==> config.mk <==
export PLATFORM = sky130hd
export DESIGN_NAME = seq_adder
export DESIGN_NICKNAME = d
export VERILOG_FILES = /design/src/rtl/adder_pkg.sv /design/src/rtl/adder_slice.sv /design/src/rtl/seq_adder.sv
export SDC_FILE = /design/constraint.sdc
export NUM_CORES = 1
export LEC_CHECK = 0
export ABC_AREA = 1
export CAP_MARGIN = 20
export CORE_MARGIN = 5
export CORE_UTILIZATION = 34
export DETAILED_ROUTE_END_ITERATION = 10
export SYNTH_ARGS = -nofsm -noshare
export SYNTH_HDL_FRONTEND = slang
export SYNTH_SLANG_ARGS = --single-unit
export TNS_END_PERCENT = 5
==> constraint.sdc <==
create_clock -name pin_clk -period 5 [get_ports pin_clk]
set_clock_uncertainty 0.1 [all_clocks]
set_input_delay 0.75 -clock pin_clk [delete_from_list [all_inputs] [get_ports pin_clk]]
set_output_delay 0.75 -clock pin_clk [all_outputs]
set_load 0.02 [all_outputs]
==> src/rtl/adder_pkg.sv <==
// Shared types and sizing helpers for the sequential adder.
// Imported by seq_adder and adder_slice.
package adder_pkg;

  typedef enum logic [1:0] {
    IDLE = 2'd0,
    RUN  = 2'd1,
    DONE = 2'd2
  } state_t;

  function automatic int calc_nc(input int n, input int chunk);
    return n / chunk;
  endfunction

  function automatic int calc_cw(input int nc);
    return (nc > 1) ? $clog2(nc) : 1;
  endfunction

endpackage

==> src/rtl/adder_slice.sv <==
// Combinational CHUNK-bit ripple-carry adder slice.
// cm is the carry into the slice MSB, used for signed overflow.
module adder_slice #(
  parameter int W = 4
) (
  input  logic [W-1:0] a,
  input  logic [W-1:0] b,
  input  logic         ci,
  output logic [W-1:0] s,
  output logic         co,
  output logic         cm
);

  logic [W:0] c;

  assign c[0] = ci;

  for (genvar i = 0; i < W; i++) begin : g_bit
    assign s[i]   = a[i] ^ b[i] ^ c[i];
    assign c[i+1] = (a[i] & b[i]) | (c[i] & (a[i] ^ b[i]));
  end

  assign co = c[W];
  assign cm = c[W-1];

endmodule

==> src/rtl/seq_adder.sv <==
// Multi-cycle add/subtract, one CHUNK slice per clock.
// Optional signed overflow output: define SEQ_ADDER_OVF_EN.
module seq_adder
  import adder_pkg::*;
#(
  parameter int N     = 16,
  parameter int CHUNK = 4
) (
  input  logic         pin_clk,
  input  logic         pin_rst_n,
  input  logic         pin_start,
  output logic         pin_ready,
  input  logic [N-1:0] pin_a,
  input  logic [N-1:0] pin_b,
  input  logic         pin_cin,
  input  logic         pin_sel,
  output logic [N-1:0] pin_sum,
  output logic         pin_co,
  output logic         pin_done
`ifdef SEQ_ADDER_OVF_EN
  ,
  output logic         pin_ovf
`endif
);

  localparam int NC = calc_nc(N, CHUNK);
  localparam int CW = calc_cw(NC);

  if ((N % CHUNK) != 0 || N < CHUNK) begin : g_bad_cfg
    $error("seq_adder: N must be a multiple of CHUNK and >= CHUNK");
  end

  state_t          state;
  logic [N-1:0]    a_q;
  logic [N-1:0]    b_q;
  logic [N-1:0]    work;
  logic [N-1:0]    work_nx;
  logic            carry;
  logic [CW-1:0]   cnt;
  logic [CHUNK-1:0] a_sl;
  logic [CHUNK-1:0] b_sl;
  logic [CHUNK-1:0] s_sl;
  logic            co_sl;
  logic            cm_sl;
  logic            last;

  assign a_sl = a_q[int'(cnt)*CHUNK +: CHUNK];
  assign b_sl = b_q[int'(cnt)*CHUNK +: CHUNK];
  assign last = (cnt == CW'(NC - 1));

  adder_slice #(
    .W (CHUNK)
  ) u_slice (
    .a  (a_sl),
    .b  (b_sl),
    .ci (carry),
    .s  (s_sl),
    .co (co_sl),
    .cm (cm_sl)
  );

`ifndef SEQ_ADDER_OVF_EN
  logic unused_cm;
  assign unused_cm = cm_sl;
`endif

  // Working register with the current slice merged in.
  always_comb begin
    work_nx = work;
    work_nx[int'(cnt)*CHUNK +: CHUNK] = s_sl;
  end

  // Control FSM, datapath registers and registered outputs.
  always_ff @(posedge pin_clk or negedge pin_rst_n) begin
    if (!pin_rst_n) begin
      state     <= IDLE;
      a_q       <= '0;
      b_q       <= '0;
      work      <= '0;
      carry     <= 1'b0;
      cnt       <= '0;
      pin_ready <= 1'b1;
      pin_sum   <= '0;
      pin_co    <= 1'b0;
      pin_done  <= 1'b0;
`ifdef SEQ_ADDER_OVF_EN
      pin_ovf   <= 1'b0;
`endif
    end else begin
      pin_done <= 1'b0;
      unique case (state)
        IDLE: begin
          if (pin_start) begin
            a_q       <= pin_a;
            b_q       <= pin_sel ? ~pin_b : pin_b;
            carry     <= pin_cin;
            cnt       <= '0;
            pin_ready <= 1'b0;
            state     <= RUN;
          end
        end
        RUN: begin
          work  <= work_nx;
          carry <= co_sl;
          cnt   <= cnt + 1'b1;
          if (last) begin
            pin_sum  <= work_nx;
            pin_co   <= co_sl;
            pin_done <= 1'b1;
`ifdef SEQ_ADDER_OVF_EN
            pin_ovf  <= cm_sl ^ co_sl;
`endif
            state    <= DONE;
          end
        end
        DONE: begin
          pin_ready <= 1'b1;
          state     <= IDLE;
        end
        default: begin
          pin_ready <= 1'b1;
          state     <= IDLE;
        end
      endcase
    end
  end

endmodule

==> out/results.tsv <==
metric	value	unit
yosysWarnings	0	
num_rows	37	
grt_usage	13.05	%
cts_setup_buffers	0	
synth_top_family_by_area	simple AND/OR/NAND/NOR gates	
yosys.area_share.simple	28.22	%
grt_max_degree	50	
detail-route-antenna-nets	0	
grt_pass1_wl	13440	um
critPathBufInv	4	
htreeDepth	3	
synthDominantCellAreaShare	50.73	%
rr_worst_depth	15	
maxSlewHeadroom	45.44	%
fin_crit_sh	76.78	%
yosys.area_share.xor_xnor	4.001	%
final_area	4279	um^2
synth_area	3502	um^2
rsz0062_at_grt	false	
leakagePower	2.133	nW
fmax	260.5	MHz
final-instance-count-excl-fill	622	
max_stage_delay	0.87	ns
post_synth_num_cell_types	21	
cp.arrival	4.02	ns
finalHoldViolations	0	
cts_hold_buf	0	
dp_hpwl	5721	um
synth-adder-area-share	4.430	%
path_cells	inv_1, nand2_1, nand3_1, nand2_1, fa_1, inv_1, fa_1, inv_1, fa_1, inv_1, fa_1, nand3_1, o21ai_0, nand2_1, nand2_1	
syn2layout_area_growth	22.19	%
cap_viol_max_count	0	
start_util	34.39	%
io_buffers	55	
num_vias	2858	
placed_cell_area	4108	um^2
synthMuxAreaShare	0	%
syn_nets	480	
path_max_fanout	27	
path_class	flip-flop to flip-flop	
routed_wl	7816	um
numCtsBuffers	9	
slew_violations	0	
gp_congestion	0.8609	
cp_slowest_cell	dfrtp_1	
grt_remaining_overflow	0	
rrSetupSlack	1.16	ns
wl_per_cell	12.57	um
layout_commonest_cell	nand2_1	
fin_setup_tns	0	ns
fillers	1058	
finalPower	2.677	mW
die_w	111.5	um
worstMarginPinSlew	0.8158	ns
antennaDiodeCount	0	
first_pass_iters	4	
cts-resized-gates	0	
startpoint_type	flip-flop	
cp-end-kind	flip-flop	
tritoncts	built	
cts-root-buf	clkbuf_8	
rr_startpoint	cnt[0]	
yosysTopAreaCell	dfrtp_1	
clock-sinks	72	
io_pins	56	
vias_per_cell	4.595	
worstHoldPathType	primary input to async pin	
antenna_found_initial	0	
placed_cells	606	
path_clk_slew	0.07	ns
setup_viol	0	
syn_avg_cell_area	8.088	um^2
synthTopCellsByArea	dfrtp_1 51%, nand2_1 23%, xnor2_1 4.0%, o21ai_0 3.6%, nand3_1 2.7%	
route.detailed.drc	0	
fin_util	42.01	%
cp_data_required_time	5.18	ns
syn_inst	433	
drive_gt1_share	4.733	%
final_cell_mix	215 x nand2_1, 71 x dfrtp_1, 54 x clkdlybuf4s50_1	
worst_skew_pair.late_latency	0.35	ns
ir_worst_vdd	0.2153	mV
clockBufferDepth	2	
synth_compound_area_share	6.181	%
drtIter0Drc	135	
status	finished, final reports clean	
reg2reg_to	work[7]	
core_area	10180	um^2
die_h	111.5	um
fin_nets	528	
ys_ff_latch	72	
crit_family	adder cells	
grt_pass1_vias	2875	
min_period	3.839	ns
powerDensity	625.5	nW/um^2
yosysSeqAreaShare	51.48	%
dieArea	12430	um^2
## how the worst max path moves through the flow
stage,startpoint,endpoint,cells past startpoint
after floorplan,cnt[0],work[15],17
after global placement,cnt[0],pin_sum[15],15
after detailed placement,cnt[0],work[7],15
after CTS,cnt[0],work[7],15
after global routing,cnt[0],pin_sum[15],15
final,cnt[0],work[7],15
## logic make-up (layout without fill, tap and decap cells)
| group | after synthesis | in the layout |
|---|---|---|
| buffers and inverters | 40 | 93 |
| xor gates and xnor gates | 16 | 16 |
| adders and majority gates | 10 | 10 |
| DFF | 72 | 72 |
| AOI/OAI and AO/OA | 42 | 42 |
| and+or+nand+nor | 253 | 253 |
## cell usage after synthesis
cell type  count
buf_2         10
dfrtp_1       71
o22ai_1        5
clkbuf_1       2
nor2_4         1
buf_6          2
nor2_1        15
buf_4          5
nand2_2        3
xnor2_1       16
o21ai_0       25
nand3_1       19
fa_1           4
o21ai_1       12
ha_1           6
clkinv_1       1
inv_2          3
inv_1         16
inv_4          1
nand2_1      215
dfstp_2        1
## state kept, by name (all words and copies together) (netlist names)
register   flops
carry          1
a_q           16
pin_ready      1
b_q           16
pin_done       1
pin_co         1
work          16
pin_sum       16
state          2
cnt            2
## per-stage QoR
stage                     hold slack (ns)  setup slack [ns]
after floorplan                    0.3366             1.937
after global placement             0.3603             1.374
after detailed placement           0.3632             1.225
after CTS                          0.3540             1.203
after global routing               0.4012            0.7452
final                              0.3447             1.161
## area by class of cell
class,count,area [um^2],share of cell area (%)
Timing Repair Buffer,56,553.0,12.92
Multi-Input combinational cell,321,1500,35.06
Tap cell,136,170.2,3.977
Inverter,21,81.33,1.901
Clock buffer,15,166.4,3.889
Sequential cell,72,1803,42.13
Clock inverter,1,5.005,0.1170
## layer usage
metal,part of all wire (%),vias up,global-route usage [%]
met3,5.5,10,3.696
met2,49,69,21.87
met4,1.5,0,4.704
met1,44,1331,16.11
li1,-,1448,-
met5,0,-,0
## power by group
group / switching (mW) / internal (mW) / total [mW]
clock network: 0.201 / 0.207 / 0.408
registers: 0.172 / 0.817 / 0.990
logic: 0.804 / 0.475 / 1.28
total: 1.18 / 1.50 / 2.68
Power figures use the tool's default switching activity.
